--- src/rtl/st_tick_scheduler_if.sv ---
// Bus bundle for st_tick_scheduler. It carries the base tick, the configuration port,
// the per-channel start/stop controls, and the per-channel status outputs.
interface st_tick_scheduler_if #(
  parameter int NCH = 4,
  parameter int CW  = 16,
  parameter int SW  = 3
);
  logic            ce_st;
  logic            cfg_we;
  logic [SW-1:0]   cfg_ch;
  logic [CW-1:0]   cfg_period;
  logic            cfg_oneshot;
  logic [NCH-1:0]  start;
  logic [NCH-1:0]  stop;
  logic [NCH-1:0]  ce_out;
  logic [NCH-1:0]  busy;
  logic [NCH-1:0]  done;
  logic            cfg_err;

  modport master (
    output ce_st, cfg_we, cfg_ch, cfg_period, cfg_oneshot, start, stop,
    input  ce_out, busy, done, cfg_err
  );

  modport slave (
    input  ce_st, cfg_we, cfg_ch, cfg_period, cfg_oneshot, start, stop,
    output ce_out, busy, done, cfg_err
  );
endinterface

--- src/rtl/st_tick_scheduler.sv ---
// Multi-channel scheduler that derives per-channel periodic or one-shot enables
// from the shared 0.1 ms base strobe ce_st.
module st_tick_scheduler #(
  parameter int NCH = 4,
  parameter int CW  = 16,
  parameter int SW  = 3
) (
  input  logic                 clk,
  input  logic                 rst,
  st_tick_scheduler_if.slave   bus
);

  typedef enum logic [1:0] {
    ST_IDLE = 2'd0,
    ST_RUN  = 2'd1,
    ST_DONE = 2'd2
  } state_t;

  localparam logic [SW:0]   NCH_W    = (SW+1)'(NCH);
  localparam logic [CW-1:0] CNT_ONE  = CW'(1);
  localparam logic [CW-1:0] CNT_ZERO = CW'(0);

  state_t                  state_r    [NCH];
  state_t                  state_nx_s [NCH];
  logic [NCH-1:0][CW-1:0]  cnt_r;
  logic [NCH-1:0][CW-1:0]  cnt_nx_s;
  logic [NCH-1:0][CW-1:0]  period_r;
  logic [NCH-1:0][CW-1:0]  period_eff_s;
  logic [NCH-1:0]          oneshot_r;
  logic [NCH-1:0]          wr_ok_s;
  logic                    range_ok_s;
  logic                    wr_rej_s;

  logic [NCH-1:0]          ce_nx_s;
  logic [NCH-1:0]          busy_nx_s;
  logic [NCH-1:0]          done_nx_s;
  logic [NCH-1:0]          start_err_s;
  logic                    cfg_err_nx_s;

  logic [NCH-1:0]          ce_out_r;
  logic [NCH-1:0]          busy_r;
  logic [NCH-1:0]          done_r;
  logic                    cfg_err_r;

  // Config write decode; an accepted write is visible to a start in the same cycle.
  always_comb begin
    range_ok_s = ({1'b0, bus.cfg_ch} < NCH_W);
    wr_rej_s   = bus.cfg_we & ~range_ok_s;
    for (int i = 0; i < NCH; i++) begin
      if (bus.cfg_we && (bus.cfg_ch == SW'(i))) begin
        if (state_r[i] == ST_RUN) begin
          wr_ok_s[i] = 1'b0;
          wr_rej_s   = 1'b1;
        end else begin
          wr_ok_s[i] = 1'b1;
        end
      end else begin
        wr_ok_s[i] = 1'b0;
      end
      if (wr_ok_s[i]) begin
        period_eff_s[i] = bus.cfg_period;
      end else begin
        period_eff_s[i] = period_r[i];
      end
    end
  end

  // Per-channel FSM state register, counter and configuration storage.
  always_ff @(posedge clk or posedge rst) begin
    if (rst) begin
      for (int i = 0; i < NCH; i++) begin
        state_r[i] <= ST_IDLE;
      end
      cnt_r     <= '0;
      period_r  <= '0;
      oneshot_r <= '0;
    end else begin
      for (int i = 0; i < NCH; i++) begin
        state_r[i] <= state_nx_s[i];
        cnt_r[i]   <= cnt_nx_s[i];
        if (wr_ok_s[i]) begin
          period_r[i]  <= bus.cfg_period;
          oneshot_r[i] <= bus.cfg_oneshot;
        end
      end
    end
  end

  // Next-state logic: stop wins over everything, start wins over the tick.
  always_comb begin
    for (int i = 0; i < NCH; i++) begin
      state_nx_s[i] = state_r[i];
      cnt_nx_s[i]   = cnt_r[i];
      if (bus.stop[i]) begin
        state_nx_s[i] = ST_IDLE;
        cnt_nx_s[i]   = CNT_ZERO;
      end else begin
        case (state_r[i])
          ST_IDLE, ST_DONE: begin
            if (bus.start[i] && (period_eff_s[i] != CNT_ZERO)) begin
              state_nx_s[i] = ST_RUN;
              cnt_nx_s[i]   = period_eff_s[i];
            end else begin
              state_nx_s[i] = state_r[i];
            end
          end
          ST_RUN: begin
            if (bus.start[i]) begin
              cnt_nx_s[i] = period_r[i];
            end else if (bus.ce_st) begin
              // Reload at 1 rather than 0 so a periodic channel never drifts.
              if (cnt_r[i] == CNT_ONE) begin
                if (oneshot_r[i]) begin
                  state_nx_s[i] = ST_DONE;
                  cnt_nx_s[i]   = CNT_ZERO;
                end else begin
                  cnt_nx_s[i]   = period_r[i];
                end
              end else begin
                cnt_nx_s[i] = cnt_r[i] - CNT_ONE;
              end
            end else begin
              cnt_nx_s[i] = cnt_r[i];
            end
          end
          default: begin
            state_nx_s[i] = ST_IDLE;
            cnt_nx_s[i]   = CNT_ZERO;
          end
        endcase
      end
    end
  end

  // Output decode, computed one cycle ahead and registered below.
  always_comb begin
    for (int i = 0; i < NCH; i++) begin
      ce_nx_s[i]     = (state_r[i] == ST_RUN) && bus.ce_st && (cnt_r[i] == CNT_ONE)
                       && !bus.start[i] && !bus.stop[i];
      start_err_s[i] = bus.start[i] && !bus.stop[i] && (state_r[i] != ST_RUN)
                       && (period_eff_s[i] == CNT_ZERO);
      busy_nx_s[i]   = (state_nx_s[i] == ST_RUN);
      done_nx_s[i]   = (state_nx_s[i] == ST_DONE);
    end
    cfg_err_nx_s = wr_rej_s | (|start_err_s);
  end

  // Registered outputs.
  always_ff @(posedge clk or posedge rst) begin
    if (rst) begin
      ce_out_r  <= '0;
      busy_r    <= '0;
      done_r    <= '0;
      cfg_err_r <= 1'b0;
    end else begin
      ce_out_r  <= ce_nx_s;
      busy_r    <= busy_nx_s;
      done_r    <= done_nx_s;
      cfg_err_r <= cfg_err_nx_s;
    end
  end

  assign bus.ce_out  = ce_out_r;
  assign bus.busy    = busy_r;
  assign bus.done    = done_r;
  assign bus.cfg_err = cfg_err_r;

endmodule

--- src/flat_wrapper.sv ---
// flat-port wrapper written by rule: the top's interface ports become plain ports
module st_tick_scheduler_flat 
#(
  parameter int NCH = 4,
  parameter int CW  = 16,
  parameter int SW  = 3
)
  (clk, rst, bus_ce_st, bus_cfg_we, bus_cfg_ch, bus_cfg_period, bus_cfg_oneshot, bus_start, bus_stop, bus_ce_out, bus_busy, bus_done, bus_cfg_err);
  st_tick_scheduler_if #(.NCH(NCH), .CW(CW), .SW(SW)) bus_i ();
  input  logic clk;
  input  logic rst;
  input wire logic [$bits(bus_i.ce_st)-1:0] bus_ce_st;
  input wire logic [$bits(bus_i.cfg_we)-1:0] bus_cfg_we;
  input wire logic [$bits(bus_i.cfg_ch)-1:0] bus_cfg_ch;
  input wire logic [$bits(bus_i.cfg_period)-1:0] bus_cfg_period;
  input wire logic [$bits(bus_i.cfg_oneshot)-1:0] bus_cfg_oneshot;
  input wire logic [$bits(bus_i.start)-1:0] bus_start;
  input wire logic [$bits(bus_i.stop)-1:0] bus_stop;
  output wire logic [$bits(bus_i.ce_out)-1:0] bus_ce_out;
  output wire logic [$bits(bus_i.busy)-1:0] bus_busy;
  output wire logic [$bits(bus_i.done)-1:0] bus_done;
  output wire logic [$bits(bus_i.cfg_err)-1:0] bus_cfg_err;
  assign bus_i.ce_st = bus_ce_st;
  assign bus_i.cfg_we = bus_cfg_we;
  assign bus_i.cfg_ch = bus_cfg_ch;
  assign bus_i.cfg_period = bus_cfg_period;
  assign bus_i.cfg_oneshot = bus_cfg_oneshot;
  assign bus_i.start = bus_start;
  assign bus_i.stop = bus_stop;
  assign bus_ce_out = bus_i.ce_out;
  assign bus_busy = bus_i.busy;
  assign bus_done = bus_i.done;
  assign bus_cfg_err = bus_i.cfg_err;
  st_tick_scheduler #(.NCH(NCH), .CW(CW), .SW(SW)) u_core (.clk(clk), .rst(rst), .bus(bus_i));
endmodule
--- config.mk ---
export PLATFORM = sky130hd
export DESIGN_NAME = st_tick_scheduler_flat
export DESIGN_NICKNAME = d
export VERILOG_FILES = /design/src/rtl/st_tick_scheduler_if.sv /design/src/rtl/st_tick_scheduler.sv /design/src/flat_wrapper.sv
export SDC_FILE = /design/constraint.sdc
export NUM_CORES = 1
export LEC_CHECK = 0
export ABC_AREA = 1
export BUFFER_PORTS_ARGS = -buffer_cell sky130_fd_sc_hd__buf_2
export CORE_MARGIN = 1.5
export CORE_UTILIZATION = 50
export DETAILED_ROUTE_END_ITERATION = 16
export PLACE_DENSITY = 0.67
export SYNTH_ARGS = -nofsm -noshare
export SYNTH_HDL_FRONTEND = slang
export SYNTH_SLANG_ARGS = --single-unit
--- constraint.sdc ---
create_clock -name clk -period 6.2 [get_ports clk]
set_clock_uncertainty 0.15 [all_clocks]
set_input_delay 1.24 -clock clk [delete_from_list [all_inputs] [get_ports clk]]
set_output_delay 1.24 -clock clk [all_outputs]
set_load 0.005 [all_outputs]
==> run_results.csv <==
group,metric,value,unit
sta,min_period,3424,ps
clock_tree,cts_max_level,4,
clock_tree,post_cts.repair.setup_buffers,0,
routing,initialDrtViolationCount,1071,
critical_path,critical-path-max-stage-delay,810,ps
routing,aggregate_routed_wire_length,29870,um
routing,vias,10270,
critical_path,crit_path_max_fanout,17,
clock_tree,worstSkewPairLatency,440,ps
cells_and_area,antenna-diode-count,0,
sta,hold_violations,0,
floorplan,floorplan.die_area,21580,sq um
sta,rsz0062_at_grt,"no",
grt,global_route.usage.total,28.30,%
floorplan,start_util,51.00,%
synth,post_synth_num_cell_types,38,
floorplan,placement_rows,52,
routing,drcViolationCount,0,
status,status,"complete, no violations",
clock_tree,ctsRootBufferMaster,"sky130_fd_sc_hd__clkbuf_16",
sta,max_freq,292.1,MHz
cells_and_area,most-common-layout-cells,"586 x sky130_fd_sc_hd__nand2_1, 195 x sky130_fd_sc_hd__nand3_1, 171 x sky130_fd_sc_hd__nor2_1",
clock_tree,post_cts.resized_instances,0,
pwr,final_total_power,3.646,mW
cells_and_area,n_fill_cell,2093,
routing,route.antenna.remaining_nets,0,
synth,syn_inst,1587,
grt,grt_total_ovfl,0,
cells_and_area,final_net_count,1638,
synth,syn-mean-instance-area,6.523,sq um
clock_tree,ctsHoldBuffers,0,
critical_path,cp_endpoint_kind,"flop",
synth,yosysWarnings,0,
critical_path,cpMaxStageDelayCell,"sky130_fd_sc_hd__nor2_1",
cells_and_area,syn2layout_area_growth,8.242,%
clock_tree,clk_pin_slew_worst_paths,60,ps
routing,routed_wire_length_per_instance,15.88,um
synth,synth-async-reset-ratio,100.0,%
place,portBuffers,44,
clock_tree,cts_tree,"yes",
synth,synth-seq-cells,153,
synth,postSynth.topFlopCell,"sky130_fd_sc_hd__dfrtp_1",
critical_path,setup.worst_path.start_class,"primary input",
pwr,static-leakage-power,5.835,nW
min_path,worst_hold_path_type,"reg -> reg",
floorplan,die_w,146.9,um
pwr,ratio_of_total_power_to_cell_area,325.4,nW/um^2
floorplan,die_height,146.9,um
critical_path,crit_path_cell_trace,"buf_2 -> inv_2 -> nand2_4 -> nor2_1 -> nand3_1 -> nand2_1 -> nor2_1 -> nand2_1 -> nor2_1 -> nand2_1 -> nand2_2 -> nand3_4 -> nand2_4 -> nand2_1 -> nand2_1",
pwr,vdd_ir_drop_max,0.2157,mV
sta,tightest_slew,1047,ps
sta,slew_margin_rel,29.96,%
routing,routed_via_density,5.462,
cells_and_area,fin_util,55.20,%
grt,antenna_found_initial,0,
place,gpl.final_weighted_congestion,0.9084,
critical_path,path_common_cell,"sky130_fd_sc_hd__nand2_1",
grt,global_route_wire_length_before_repair,48320,um
clock_tree,cts.sinks,153,
synth,synth_nets,1627,
clock_tree,cts_inserted_buffers,17,
cells_and_area,layout_commonest_cell,"sky130_fd_sc_hd__nand2_1",
sta,report.final.slew_viol_count,0,
critical_path,worst_ep_required_time,6360,ps
floorplan,core_area,20300,sq um
job,max-cap-violations,0,
routing,first_pass_detailed_route_iteration_total,6,
floorplan,io-pin-count,45,
sta,setup_viol,0,
clock_tree,clock_path_buffers,2,
grt,grt_pass1_vias,9475,
place,hpwlAfterDp,21730,um
synth,synth.yosys.seq_area_share,36.98,%
grt,grt_max_degree,109,
sta,min_period_over_period,55.22,%
synth,synth-edff-count,0,
cells_and_area,fraction_of_layout_instances_using_a_drive_strength_above_1,8.504,%
critical_path,timing_worst_setup_path_type,"in -> reg",
critical_path,data_arrival_time_of_the_worst_path,3590,ps
sta,totalNegativeSetupSlack,0,ps
synth,syn_area,10350,sq um
-- worst paths after layout --
kind                                              start  slack [ps]  depth (start not counted)                            end
max reg2reg                 u_core.state_r[4]$_DFF_PP0_        3000                         14   u_core.cnt_r[31]$_DFFE_PP0P_
min                        u_core.cnt_r[17]$_DFFE_PP0P_         340                          2   u_core.cnt_r[17]$_DFFE_PP0P_
min in group asynchronous                           rst         860                          2   u_core.cnt_r[54]$_DFFE_PP0P_
max in group asynchronous                           rst        3730                          3  u_core.period_r[21]$_DFF_PP0_
max                                       bus_cfg_ch[2]        2780                         15   u_core.cnt_r[47]$_DFFE_PP0P_
min reg2reg                u_core.cnt_r[17]$_DFFE_PP0P_         340                          2   u_core.cnt_r[17]$_DFFE_PP0P_
-- power by group --
group,internal [mW],total (mW),switching [mW],leakage (nW)
Combinational,0.411,1.25,0.843,3.57
Sequential,1.16,1.32,0.152,1.99
Clock,0.628,1.08,0.447,0.278
-- cell usage after synthesis (4+ instances only) --
cell type	instances	area share (%)
sky130_fd_sc_hd__o21ai_1	22	1.1
sky130_fd_sc_hd__o21ai_0	66	3.2
sky130_fd_sc_hd__xnor2_1	10	0.85
sky130_fd_sc_hd__ha_1	8	0.97
sky130_fd_sc_hd__buf_6	10	1.1
sky130_fd_sc_hd__buf_1	5	0.18
sky130_fd_sc_hd__nor2_1	171	6.2
sky130_fd_sc_hd__o211ai_1	8	0.58
sky130_fd_sc_hd__inv_1	126	4.6
sky130_fd_sc_hd__nand2_2	26	1.6
sky130_fd_sc_hd__nand4_1	12	0.73
sky130_fd_sc_hd__nand3_1	195	9.4
sky130_fd_sc_hd__dfrtp_1	153	37
sky130_fd_sc_hd__xor2_1	14	1.2
sky130_fd_sc_hd__nor2_2	4	0.24
sky130_fd_sc_hd__buf_2	6	0.29
sky130_fd_sc_hd__clkbuf_1	26	0.94
sky130_fd_sc_hd__nand2_4	9	0.98
sky130_fd_sc_hd__or2_2	8	0.48
sky130_fd_sc_hd__buf_4	4	0.29
sky130_fd_sc_hd__a21oi_1	86	4.2
sky130_fd_sc_hd__nor3_1	4	0.19
sky130_fd_sc_hd__nand3b_1	4	0.29
sky130_fd_sc_hd__nand2_1	586	21
-- flip-flops by register name, indices dropped and copies added, names as in the netlist --
| name | cells |
|---|---|
| u_core.bus.cfg_err | 1 |
| u_core.cnt_r | 64 |
| u_core.bus.busy | 4 |
| u_core.state_r | 8 |
| u_core.bus.ce_out | 4 |
| u_core.oneshot_r | 4 |
| u_core.period_r | 64 |
| u_core.bus.done | 4 |
-- layout make-up --
class | count | area [sq um] | share of cell area [%]
Multi-Input combinational cell | 1250 | 5708 | 50.94
Sequential cell | 153 | 3829 | 34.17
Inverter | 131 | 496.7 | 4.433
Clock buffer | 20 | 466.7 | 4.165
Tap cell | 270 | 337.8 | 3.015
Timing Repair Buffer | 45 | 227.7 | 2.032
Clock inverter | 12 | 140.1 | 1.251
-- metrics by stage --
stage | setup WS [ps] | cell area, sq um | hold WS [ps] | std cells
floorplan | 688.6 | 10350 | 304.3 | 1587
global placement | 2390 | 10600 | 319.9 | 1849
detailed placement | 2392 | 10600 | 327.4 | 1849
CTS | 2836 | 11210 | 342.9 | 1881
global route | 2532 | 11210 | 346.8 | 1881
finish | 2776 | 11210 | 337.9 | 1881
-- worst max-delay path: cells and delay by family --
kind	cells	cell delay [ps]
buffers and inverters	2	200
and+or+nand+nor	13	2140
-- metal layers --
layer  share of wire, %  vias to the layer above  wire [um]  global-route usage (%)
li1                   -                     5094          -                       -
met1                 45                     4796      13510                   39.60
met2                 47                      335      13980                   45.64
met3                5.6                       49       1681                   3.944
met4                2.4                        0        702                   8.700
met5                  0                        -          0                       0
-- logic make-up after synthesis --
group / synth area share, %
AND/OR/NAND/NOR: 42.85
AO/OA/AOI/OAI: 9.294
buffers and inverters: 7.880
flip-flops: 36.98
XOR/XNOR: 2.030
adder cells (fa/ha/maj): 0.9669
No activity file was read; power rests on OpenSTA's default activity.
